`src/rtl/core_arbiter.sv`:
```
// Round-robin 2:1 arbiter sharing one core-style memory port, with stall lock and in-order ID FIFO
// routing responses back to the requester that issued them. Zero added latency on req/gnt/rvalid.
module core_arbiter #(
  parameter int AW    = 32,
  parameter int DW    = 32,
  parameter int DEPTH = 4
) (
  input  logic                       clk,
  input  logic                       rst,
  input  logic                       m0_req,
  input  logic                       m0_we,
  input  logic [AW-1:0]              m0_addr,
  input  logic [DW/8-1:0]            m0_be,
  input  logic [DW-1:0]              m0_wdata,
  output logic                       m0_gnt,
  output logic                       m0_rvalid,
  output logic                       m0_err,
  output logic [DW-1:0]              m0_rdata,
  input  logic                       m1_req,
  input  logic                       m1_we,
  input  logic [AW-1:0]              m1_addr,
  input  logic [DW/8-1:0]            m1_be,
  input  logic [DW-1:0]              m1_wdata,
  output logic                       m1_gnt,
  output logic                       m1_rvalid,
  output logic                       m1_err,
  output logic [DW-1:0]              m1_rdata,
  output logic                       s_req,
  output logic                       s_we,
  output logic [AW-1:0]              s_addr,
  output logic [DW/8-1:0]            s_be,
  output logic [DW-1:0]              s_wdata,
  input  logic                       s_gnt,
  input  logic                       s_rvalid,
  input  logic                       s_err,
  input  logic [DW-1:0]              s_rdata,
  output logic [$clog2(DEPTH+1)-1:0] outstanding,
  output logic                       orphan
);

  localparam int CW = $clog2(DEPTH + 1);
  localparam int PW = (DEPTH > 1) ? $clog2(DEPTH) : 1;

  logic          last, lock, lock_id;
  logic          sel, sel_req, hs, full, empty, pop, head;
  logic [DEPTH-1:0] ids;
  logic [PW-1:0] wptr, rptr;
  logic [CW-1:0] count;

  function automatic logic [PW-1:0] ptr_inc(input logic [PW-1:0] p);
    ptr_inc = (p == PW'(DEPTH - 1)) ? '0 : p + 1'b1;
  endfunction

  // Locked selection wins; otherwise the requester that did not win last time.
  always_comb begin
    sel = 1'b0;
    if (lock)                  sel = lock_id;
    else if (m0_req && m1_req) sel = ~last;
    else if (m1_req)           sel = 1'b1;
  end

  assign sel_req = sel ? m1_req : m0_req;
  assign full    = (count == CW'(DEPTH));
  assign empty   = (count == '0);
  // A response arriving this cycle frees a slot, so a full FIFO can still accept.
  assign s_req   = sel_req && (!full || s_rvalid);
  assign hs      = s_req && s_gnt;
  assign pop     = s_rvalid && !empty;
  assign head    = ids[rptr];

  always_comb begin
    s_we    = 1'b0;
    s_addr  = '0;
    s_be    = '0;
    s_wdata = '0;
    if (sel_req) begin
      s_we    = sel ? m1_we    : m0_we;
      s_addr  = sel ? m1_addr  : m0_addr;
      s_be    = sel ? m1_be    : m0_be;
      s_wdata = sel ? m1_wdata : m0_wdata;
    end
  end

  assign m0_gnt      = hs && !sel;
  assign m1_gnt      = hs && sel;
  assign m0_rvalid   = pop && !head;
  assign m1_rvalid   = pop && head;
  assign m0_rdata    = s_rdata;
  assign m1_rdata    = s_rdata;
  assign m0_err      = s_err;
  assign m1_err      = s_err;
  assign outstanding = count;

  always_ff @(posedge clk) begin
    if (rst) begin
      last    <= 1'b1;
      lock    <= 1'b0;
      lock_id <= 1'b0;
      wptr    <= '0;
      rptr    <= '0;
      count   <= '0;
      orphan  <= 1'b0;
    end else begin
      orphan <= s_rvalid && empty;
      if (hs) begin
        ids[wptr] <= sel;
        wptr      <= ptr_inc(wptr);
        last      <= sel;
      end
      if (pop) rptr <= ptr_inc(rptr);
      case ({hs, pop})
        2'b10:   count <= count + 1'b1;
        2'b01:   count <= count - 1'b1;
        default: count <= count;
      endcase
      // A stalled request pins the selection; a requester withdrawing its req releases it.
      if (hs) begin
        lock <= 1'b0;
      end else if (s_req) begin
        lock    <= 1'b1;
        lock_id <= sel;
      end else if (lock && !sel_req) begin
        lock <= 1'b0;
      end
    end
  end

endmodule

```
`config.mk`:
```
export PLATFORM = sky130hd
export DESIGN_NAME = core_arbiter
export DESIGN_NICKNAME = d
export VERILOG_FILES = /design/src/rtl/core_arbiter.sv
export SDC_FILE = /design/constraint.sdc
export NUM_CORES = 1
export LEC_CHECK = 0
export CAP_MARGIN = 20
export CORE_AREA = 2 2 124 126
export DETAILED_ROUTE_END_ITERATION = 12
export DIE_AREA = 0 0 126 128
export GPL_ROUTABILITY_DRIVEN = 1
export GPL_TIMING_DRIVEN = 0
export PLACE_DENSITY = 0.56
export SETUP_SLACK_MARGIN = 0.05
export SYNTH_ARGS = -nofsm -noshare
export SYNTH_HDL_FRONTEND = slang
export SYNTH_SLANG_ARGS = --single-unit
```
`constraint.sdc`:
```
create_clock -name clk -period 2.8 [get_ports clk]
set_input_delay 0.84 -clock clk [delete_from_list [all_inputs] [get_ports clk]]
set_output_delay 0.84 -clock clk [all_outputs]
set_load 0.05 [all_outputs]
```
# --- Yosys cells after proc, flatten, opt, wreduce, memory -nomap -nowiden ---
# Index checks and enable logic that the tools add are counted.
totals:
  reg_bits: 15
  input_bits: 177
op_classes:
  addsub: 4
  n_lt_le_gt_ge: 3
  eq_ne: 5
  mux: 22
  n_bitwise: 3
  reduce_logical: 23
op_table:
  columns: ["operator", "n"]
  rows:
  - ["$mux W32", 4]
  - ["$logic_and A1 B1 Y1", 11]
  - ["$mux W1", 10]
  - ["$mux W4", 2]
  - ["$eq A2 B2 Y1 const B", 3]
  - ["$lt A2 B3 Y1 const B", 2]
  - ["$pmux W3 S2", 1]
  - ["$logic_not A1 Y1", 5]
  - ["$add A2 B1 Y2 const B", 2]
  - ["$bwmux W4", 1]
  - ["$mux W2", 2]
  - ["$reduce_and A2 Y1", 2]
  - ["$reduce_bool A2 Y1", 2]
  - ["$add A3 B1 Y3 const B", 1]
  - ["$eq A3 B3 Y1 const B", 1]
  - ["$logic_not A3 Y1", 1]
  - ["$not A1 Y1", 3]
  - ["$sub A3 B1 Y3 const B", 1]
  - ["$bmux W1 S2", 1]
  - ["$demux W1 S2", 1]
  - ["$eq A2 B1 Y1 const B", 1]
  - ["$ge A2 B1 Y1 const B", 1]
  - ["$reduce_or A2 Y1", 1]
  - ["$logic_or A1 B1 Y1", 1]

# --- Longest topological paths before layout ---
# Gate-level depths: netlist of run 1.
logic_depth:
  word_depth: 8
  ltp_mapped: 9

# --- Worst setup path after synthesis of run 1 ---
# OpenSTA, ideal clock, no wires.
synth_timing:
  path_type: "input port to output port"
  from: "in m1_req"
  to: "out s_wdata[16]"
  t_arrival_ps: 2405
  required_ps: 1960
  path_slack_ps: -445
  stages: 6
  path_buffers: 1
  path_cell_list: "nor2b_1 > a22oi_2 > inv_2 > clkbuf_1 > nand2_1 > a21oi_1"
synth_via:
  elab_chain_len: 5
  elab_cells_between_ends: 7
  cone_classes: "mux (6); reduce/logical (1)"
synth_lines:
  columns: ["item", "line_no", "rtl"]
  rows:
  - ["from (decl)", "19", "input logic m1_req,"]
  - ["$mux W1 / $logic_and A1 B1 Y1 (equally long branches)", "59, 58", null]
  - ["$mux W1 *", "58", "else if (m0_req && m1_req) sel = ~last;"]
  - ["$mux W1 *", "57", "if (lock) sel = lock_id;"]
  - ["via sel", "45", "logic sel, sel_req, hs, full, empty, pop, head;"]
  - ["$mux W32 / $mux W1 (equally long branches)", "80, 62", null]
  - ["$mux W32 *", "76", "if (sel_req) begin"]
  - ["to (decl)", "32", "output logic [DW-1:0] s_wdata,"]
# The timed path passes the listed nets; every way through them passes the cells marked *.

# --- Worst setup path in the final report of run 1 ---
layout_timing:
  from: "in m1_req"
  to: "out s_wdata[1]"
layout_via:
  elab_chain_len: 5
  elab_cells_between_ends: 7
  cone_classes: "mux (6); reduce/logical (1)"
layout_lines:
  columns: ["item", "line_no"]
  rows:
  - ["$mux W1 / $logic_and A1 B1 Y1 (equally long branches)", "59, 58"]
  - ["$mux W1", "58"]
  - ["$mux W1", "57"]
  - ["$mux W32 / $mux W1 (equally long branches)", "80, 62"]
  - ["$mux W32 *", "76"]
# Every way passes the cells marked *; elsewhere a longest branch is shown, timed or not.

==> flow_summary.json, run 1 <==
{
  "status": "finished with violations",
  "violations": "negative setup slack",
  "period_needed_ns": 2.94,
  "diodes": 0,
  "final_common_cell": "clkdlybuf4s50_1",
  "top_layer_used": "met4",
  "grt_pass1_wl_um": 19600,
  "nets": 876,
  "seq_area_frac_synth_pct": 15.1,
  "wl_per_cell_um": 15.4,
  "wl_met3_um": 1010,
  "gp_congestion": 0.833,
  "crit_start": "m1_req",
  "place_ws_ns": -1.69,
  "viasPerCell": 4.12,
  "portBuffers": 287,
  "dpl.cell_count": 853,
  "wl_met2_um": 7440,
  "cts_buffers": 3,
  "worstSetupEndpoint": "s_wdata[1]",
  "h-tree-depth": 1,
  "powerDensity_mw_per_mm2": 439,
  "grt_usage_pct": 15.0,
  "criticalPathCategory": "in -> out",
  "cap_violations": 0,
  "cts_buffer_depth": 2,
  "seq_power_share_pct": 9.7,
  "rows": 45,
  "combPwrFrac_pct": 81.7,
  "critPathArrivalTime_ns": 2.10,
  "gr-total-overflow": 0,
  "clkSinkCount": 15,
  "finalMaxSlewViolations": 0,
  "setup_ws_ns": -0.145,
  "syn_to_final_growth_pct": 233,
  "antenna_found_initial": 0,
  "fin_skew_ns": 0.00141,
  "whs_ns": 0.502,
  "syn-instance-count": 378,
  "hold_class": "reg -> reg",
  "clock-root-buffer": "clkbuf_16",
  "initial_core_util_pct": 15.1,
  "path_clk_slew_ns": 0.05,
  "dp_hpwl_um": 10300,
  "p_int_w": 0.00161,
  "io_pins": 321,
  "leakagePower_nw": 3.29,
  "r2r_end": "outstanding[2]$_SDFFE_PP0P_",
  "drc": 0,
  "start_kind": "input port",
  "finalSetupViolCount": 69,
  "grt_max_degree": 11,
  "fin_cells": 879,
  "max_clock_freq_mhz": 340,
  "ir_drop_mv": 0.268,
  "syn-num-nets": 562,
  "ys_ff_latch": 15,
  "switching_power_w": 0.00168,
  "rsz0062_at_grt": "yes",
  "post-route-period-util_pct": 105,
  "syn_area_mm2": 0.00225,
  "switching_share_pct": 51.2,
  "die_w_um": 126,
  "coreArea_mm2": 0.0149,
  "reg2regPathDepth": 9,
  "antenna_left": 0,
  "wirelength_met1_um": 5030,
  "slew_headroom_pct": 66.0,
  "die-area_mm2": 0.0161,
  "dr.pass1.iters": 4,
  "required_ns": 1.96,
  "ys_types": 29,
  "drive_gt1_share_pct": 51.4,
  "drtIter0Drc": 63,
  "die_y_um": 128,
  "cp_max_fo": 5,
  "yosys_warnings": 0,
  "end_kind": "primary output",
  "clkPwrFrac_pct": 8.6,
  "drt-total-wl_um": 13500,
  "clkLatencyLatePin_ns": 0.25,
  "finalHoldViolCount": 0,
  "grt_pass1_vias": 3772,
  "tightest_slew_ns": 0.508,
  "cts_tree": "done",
  "vias": 3618,
  "rrSetupSlack_ns": 0.50,
  "timing.rr.start": "outstanding[0]$_SDFFE_PP0P_",
  "avgSynthCellArea_um2": 5.95,
  "final_cell_mix": "209 x clkdlybuf4s50_1, 76 x buf_4, 60 x nand2_4"
}
## flip-flops by register name, summed over array words and instances (netlist names)
name,cells
outstanding,3
lock_id,1
ids,4
wptr,2
last,1
orphan,1
lock,1
rptr,2
## layout make-up
type,instances,area (um2)
Tap cell,188,235
Clock buffer,3,75.1
Multi-Input combinational cell,264,2510
Sequential cell,15,340
Fill cell,1371,7380
Buffer,88,868
Clock inverter,1,7.51
Inverter,10,53.8
Timing Repair Buffer,308,3360
Timing Repair inverter,2,32.5
## power by group through the flow
stage          clock network (W)  logic, W  registers [W]
2_1_floorplan                  0   0.00135       0.000387
3_3_place_gp                   0   0.00216       0.000313
3_5_place_dp                   0   0.00218       0.000316
4_1_cts                 0.000291   0.00264       0.000319
5_1_grt                 0.000299   0.00281       0.000329
6_report                0.000284   0.00269       0.000319
## worst min path at each step
| stage | startpoint | endpoint | cells past startpoint |
|---|---|---|---|
| after detailed placement | rptr[1]$_SDFFE_PP0P_ | rptr[1]$_SDFFE_PP0P_ | 2 |
| after global routing | rptr[1]$_SDFFE_PP0P_ | rptr[1]$_SDFFE_PP0P_ | 2 |
| after global placement | rptr[1]$_SDFFE_PP0P_ | rptr[1]$_SDFFE_PP0P_ | 2 |
| after CTS | rptr[1]$_SDFFE_PP0P_ | rptr[1]$_SDFFE_PP0P_ | 2 |
| final | rptr[1]$_SDFFE_PP0P_ | rptr[1]$_SDFFE_PP0P_ | 2 |
| after floorplan | rptr[1]$_SDFFE_PP0P_ | rptr[1]$_SDFFE_PP0P_ | 2 |
## kinds of logic (layout without fill, tap and decap cells)
logic type	Yosys count	after routing	synth area share, %
AND/OR/NAND/NOR	168	168	29.9
buffers and inverters	99	412	28.0
AO/OA/AOI/OAI	84	84	20.1
flip-flops	15	15	15.1
adder cells (fa/ha/maj)	7	7	4.22
multiplexers	3	3	1.89
XOR/XNOR	2	2	0.778
## cells in the mapped netlist
cell type    n  share of area (%)
a211oi_2     2                1.1
a21o_1       1               0.33
a21oi_1     75                 17
a22oi_2      1               0.56
a311oi_1     1               0.39
a31oi_1      1               0.28
and3_1       5                1.4
buf_2        8                1.8
buf_4       66                 22
clkbuf_1    15                2.5
dfxtp_1     11                9.8
edfxtp_1     4                5.3
fa_1         1               0.89
ha_1         6                3.3
inv_1        9                1.5
inv_2        1               0.17
mux2i_1      2               0.89
mux4_2       1                1.0
nand2_1    143                 24
nand3_1      1               0.22
nor2_1      10                1.7
nor2b_1      1               0.28
nor3_1       3               0.67
nor3b_1      1               0.33
nor4b_2      1               0.67
o21ai_0      2               0.44
o31ai_1      1               0.33
or3_1        3               0.83
xor2_1       2               0.78
## metal layers
| metal | vias to the layer above | global-route usage (%) |
|---|---|---|
| met4 | 0 | 0.711 |
| met5 | - | 0 |
| met1 | 1644 | 17.5 |
| met3 | 6 | 3.42 |
| li1 | 1798 | - |
| met2 | 170 | 29.3 |
## through the flow
stage	cell area, um2	setup TNS, ns	utilization [%]	power (W)
detailed placement	5900	-115.92	39.7	0.00249
floorplan	2800	-7.22	-	0.00174
CTS	7280	-9.11	49.0	0.00325
global placement	5900	-117.30	39.7	0.00248
finish	7490	-7.21	50.4	0.00329
global route	7490	-10.44	50.4	0.00344
## worst max-delay path, stage by stage
cell and delay (ns):
buf_8 0.09, nor2b_4 0.11, a22oi_2 0.16, buf_6 0.17
buf_12 0.18, buf_8 0.15, nand2_4 0.05, a21oi_4 0.15
buf_6 0.18
## repair_timing
item | CTS | global route
hold buffers | 0 | 0
cloned | 12 | 1
endpoints found under the hold margin | 0 | 0
gates resized for setup | 753 | 45
pin swaps | 76 | 30
buffers inserted | 10 | 0
endpoints found under the setup margin | 78 | 73
Note: power is estimated with default switching activity, not from simulation.
==> run 2: changes to the inputs <==
HOLD_SLACK_MARGIN = 0.15   (was not set)
==> results of run 2 <==
The final DEF is identical to that of run 1; final timing and power are the same.
==> edit 1, RTL diff (settings of run 2) <==
`DEPTH`: 4 -> 8.
--- a/src/rtl/core_arbiter.sv
+++ b/src/rtl/core_arbiter.sv
@@ -4,5 +4,5 @@
   parameter int AW    = 32,
   parameter int DW    = 32,
-  parameter int DEPTH = 4
+  parameter int DEPTH = 8
 ) (
   input  logic                       clk,
Interface: changed (resized outstanding); port bits go from 321 to 322. The function was not compared with the original's and may differ.
==> edit 1 against run 2 <==
- the run still ends with negative setup slack left
- maximum frequency decreased by 3.0%
- die area unchanged
- non-clock buffer count increased by 19
- routed wire length increased by 5.3%
- area after synthesis increased by 22%
- final area increased by 7.3%
- synthesized cell count increased by 9.8%
- total power increased by 14%
- via count increased by 9.8%
- sequential cell count increased by 7
- worst setup slack got worse by 93 ps
- first-iteration DRC count increased by 71%
- largest cell class unchanged
==> edit 1: results (changes against run 2) <==
The number of non-clock inverters was 4 (-8); the net count reported at finish was 927 (+5.8%). The logs give 4940 um (-1.9%) for the wire length the detailed router placed on met1 and 30.96% (+1.6 points) for the met2 track utilization from global routing. In this run the most critical hold path is launched from rptr[0].

The multi-input gate share of total cell area was 33.52% (about the same). For the final routed wirelength across all metal layers, the log shows 14240 um (+5.3%). The met3 track demand over resource in global routing is 4.466% (+1.0 points), and the xor-xnor portion of the synthesized cell area is 0.9558% (+0.18 points). The synthesized netlist net count was 599 (+6.6%); the peak ir drop on the vdd network was 0.3268 mV (+22%).

The mux cell area share after synthesis was 4.916% (+3.0 points). The flow ran to the end, but the final reports show violations. The worst hold-check slack was 513.1 ps (+10.86 ps). The reported leakage power was 3.270 nW (-0.59%). Counting instances in the post-synthesis netlist gives the leading cell types as sky130_fd_sc_hd__nand2_1 (145), sky130_fd_sc_hd__a21oi_1 (76), sky130_fd_sc_hd__buf_4 (67), sky130_fd_sc_hd__nor2_1 (20), sky130_fd_sc_hd__dfxtp_1 (14).

The slew at the pin closest to its max-slew limit was 529.6 ps (+21.47 ps). For the setup-violating endpoint count in the final report, the log shows 72 (+4.3%). After synthesis, the cell types taking the most area are sky130_fd_sc_hd__nand2_1 (20%), sky130_fd_sc_hd__buf_4 (18%), sky130_fd_sc_hd__a21oi_1 (14%), sky130_fd_sc_hd__dfxtp_1 (10%), sky130_fd_sc_hd__edfxtp_1 (8.7%).

The area of the multi-input gates was 2694 um^2 (+7.3%). Worst setup margin: -237.5 ps (-92.63 ps). For the sequential power, the log shows 0.000445 W (+39%). The cell area reported after detailed placement was 6668 um^2 (+13%); the number of global-route vias before repair was 4132 (+9.5%). Post-synthesis adder-cell area fraction: 3.186% (-1.0 points). For the placed wire-length estimate, the log shows 11130 um (+8.0%). The weighted congestion at the end of routability-driven global placement was 0.8105 (-2.6%); the average wire per cell in the routed design was 15.31 um (-0.47%). The mean instance size in the synthesized netlist was 6.624 um^2 (+11%). The final reports fail on negative setup slack. The logs give 891 (+4.5%) for the number of placed instances with taps included and 79.9% (-1.8 points) for the share of power burned in combinational logic. The logs give 0.001844 W (+9.6%) for the net switching power figure and 22 (+7) for the number of sinks on the clock net. The fraction of layout instances using a drive strength above 1 was 53.10% (+1.7 points). For the count of filler cells inserted in the layout, the log shows 1373 (+0.15%). The number of cells on the worst reg-to-reg path is 11 (+2). The met2 wirelength from detailed routing is 7920 um (+6.5%), and the distinct cell type count after synthesis is 42 (+45%). The setup TNS is -12610 ps (-5396 ps), and the number of port buffers is 288 (+0.35%). For the pin count of the biggest net entering global routing, the log shows 13 (+2).

Sequential standard cell area: 521.8 um^2 (+53%). The logs give 4 (+1) for the count of clock-net buffers in the final layout and 16.59% (-0.89 points) for the routing usage on met1. The tools report the portion of the post-synthesis area used by sequential elements as 18.93% (+3.8 points).
## edit 1: changes by cell type after synthesis, moves of 3 or more
cell | run 2 | this run
sky130_fd_sc_hd__clkbuf_1 | 15 | 8
sky130_fd_sc_hd__inv_1 | 9 | 3
sky130_fd_sc_hd__buf_6 | 0 | 8
sky130_fd_sc_hd__and3_1 | 5 | 0
sky130_fd_sc_hd__nand2b_1 | 0 | 3
sky130_fd_sc_hd__mux2i_1 | 2 | 5
sky130_fd_sc_hd__dfxtp_1 | 11 | 14
sky130_fd_sc_hd__nor2_1 | 10 | 20
sky130_fd_sc_hd__edfxtp_1 | 4 | 8
## edit 1: what timing repair did
action / 4_1_cts / 5_1_grt
resized for setup: 671 / 77
setup endpoints to repair: 77 / 76
gates cloned: 5 / 5
pin swaps: 32 / 21
setup buffers: 21 / 6
## edit 1: how the worst max path moves through the flow
stage	endpoint	from	slack [ps]
finish	s_wdata[29]	m0_req	-240
global route	s_wdata[25]	m0_req	-280
CTS	s_wdata[24]	m1_req	-250
detailed placement	s_wdata[24]	m0_req	-1460
global placement	s_wdata[24]	m0_req	-1460
floorplan	s_wdata[23]	m1_req	-190
## edit 1: critical path, stage by stage
cell and delay (ps):
sky130_fd_sc_hd__buf_8 100, sky130_fd_sc_hd__a21bo_2 170, sky130_fd_sc_hd__o21a_1 170, sky130_fd_sc_hd__buf_6 140, sky130_fd_sc_hd__clkinv_8 60, sky130_fd_sc_hd__buf_8 100, sky130_fd_sc_hd__buf_12 110, sky130_fd_sc_hd__clkbuf_16 150
sky130_fd_sc_hd__nand2_2 70, sky130_fd_sc_hd__a21oi_4 120, sky130_fd_sc_hd__buf_6 170
==> edit 2, RTL diff (settings of run 2) <==
Without the edit above. Register the outputs `m0_err` and `m1_err`, with the module's reset; this adds one clock of latency there. The other outputs are not delayed to match.
--- a/src/rtl/core_arbiter.sv
+++ b/src/rtl/core_arbiter.sv
@@ -88,6 +88,13 @@
   assign m0_rdata    = s_rdata;
   assign m1_rdata    = s_rdata;
-  assign m0_err      = s_err;
-  assign m1_err      = s_err;
+  always_ff @(posedge clk) begin
+    if (rst) begin
+      m0_err <= '0;
+      m1_err <= '0;
+    end else begin
+      m0_err <= s_err;
+      m1_err <= s_err;
+    end
+  end
   assign outstanding = count;
 
Check against the original RTL: not equivalent (a bounded check fails within 4 cycles, from zero or initial values and one cycle with rst high).
==> edit 2 against run 2 <==
- the flow still finishes with violations (negative setup slack)
- routed wire length grew 0.95%
- global-route usage grew 0.29 points
- total power grew 2.1%
- sequential power grew 5%
- worst setup slack lost 57 ps
- first-iteration DRC count shrank 17%
- sequential cell count grew 1
- non-clock buffer count grew 7
- area after synthesis grew 0.83%
- final area grew 2.6%
- clock skew is essentially flat
- register-to-register slack lost 120 ps
- highest routed layer unchanged
==> edit 2: results (changes against run 2) <==
The run finished, with violations left. The final reports fail on negative setup slack. For the first-pass GRT wire length, the log shows 20070 um (+2.4%).

The startpoint of the lowest-slack register-to-register path is lock_id. The final routed wirelength across all metal layers was 13650 um (+0.95%). The logs give 1376 (+0.36%) for the count of filler cells inserted in the layout and 2.755% (-0.67 points) for the met3 track demand over resource in global routing. The number of global-route vias before repair was 3886 (+3.0%); the synthesized netlist net count was 563 (+0.18%).

The run gives 30.04% (+0.73 points) as the met2 track utilization from global routing. The slowest stage of the critical path is the sky130_fd_sc_hd__buf_16 cell. After synthesis, the cell types taking the most area are sky130_fd_sc_hd__nand2_1 (24%), sky130_fd_sc_hd__buf_4 (21%), sky130_fd_sc_hd__a21oi_1 (17%), sky130_fd_sc_hd__dfxtp_1 (11%), sky130_fd_sc_hd__edfxtp_1 (5.3%).

For the arrival time reported for the critical path endpoint, the log shows 2160 ps (+60 ps). The fraction of area in registers is 4.689% (+0.14 points), and the pre-CTS setup slack is -1771 ps (-77.67 ps). The routing usage on met1 was 17.27% (-0.21 points); the core occupancy in the finished layout was 51.70% (+1.3 points). The worst setup margin is -201.4 ps (-56.55 ps), and the via count is 3733 (+3.2%).

The setup skew after layout came out at 1.757 ps (+0.3503 ps). Number of placed instances with taps included: 855 (+0.23%). Setup TNS: -11060 ps (-3853 ps). The slew at the pin closest to its max-slew limit is 506.4 ps (-1.692 ps). The power density over the cells is 437.2 nW/um^2 (-0.47%). The run gives 265 (+0.38%) as the number of multi-input combinational cells. The portion of the post-synthesis area used by sequential elements was 15.88% (+0.76 points); the number of non-clock buffers in the layout was 403 (+1.8%). The clock-cell share of area works out to 1.026% (-0.077 points).

The setup-violating endpoint count in the final report is 71 (+2.9%), and the number of cells on the worst reg-to-reg path is 10 (+1). The net count reported at finish was 885 (+1.0%). The overall track demand over capacity in global routing came out at 15.32% (+0.29 points). The logs give 379 (+0.26%) for the number of cells produced by synthesis and 10290 um (-0.18%) for the placed wire-length estimate. Average wire per cell in the routed design: 15.37 um (about the same). The peak ir drop on the vdd network is 0.2321 mV (-13%), and the reported leakage power is 3.377 nW (+2.7%).

The register bit total from synthesis was 16 (+1); the sequential group share of total power was 10.0% (+0.3 points). The weighted congestion at the end of routability-driven global placement came out at 0.7629 (-8.4%). The fraction of layout instances using a drive strength above 1 is 53.14% (+1.8 points).
==> edit 2: cells by family (layout without fill, tap and decap cells) <==
family                     after synthesis  after routing  synth area share (%)
and+or+nand+nor                        169            169                 29.93
buffers and inverters                   98            419                 27.40
AOI/OAI and AO/OA                       84             84                 19.96
DFF                                     16             16                 15.88
adders and majority gates                7              7                 4.190
muxes                                    3              3                 1.874
xor gates and xnor gates                 2              2                0.7719
==> edit 2: timing repair <==
item	CTS	global route
gates cloned	12	1
setup endpoints to repair	77	73
setup buffers	14	3
gates resized for setup	746	89
pin swaps	75	41
==> edit 2: layer usage <==
layer,up-vias,part of all wire [%]
li1,1811,-
met1,1738,37
met2,165,55
met3,19,6.1
met4,0,1.7
met5,-,0
==> edit 2: final timing paths <==
check	slack (ps)	to
setup / recovery	-200	s_wdata[3]
hold / removal	500	rptr[1]
setup reg to reg	380	outstanding[2]
hold reg to reg	500	rptr[1]
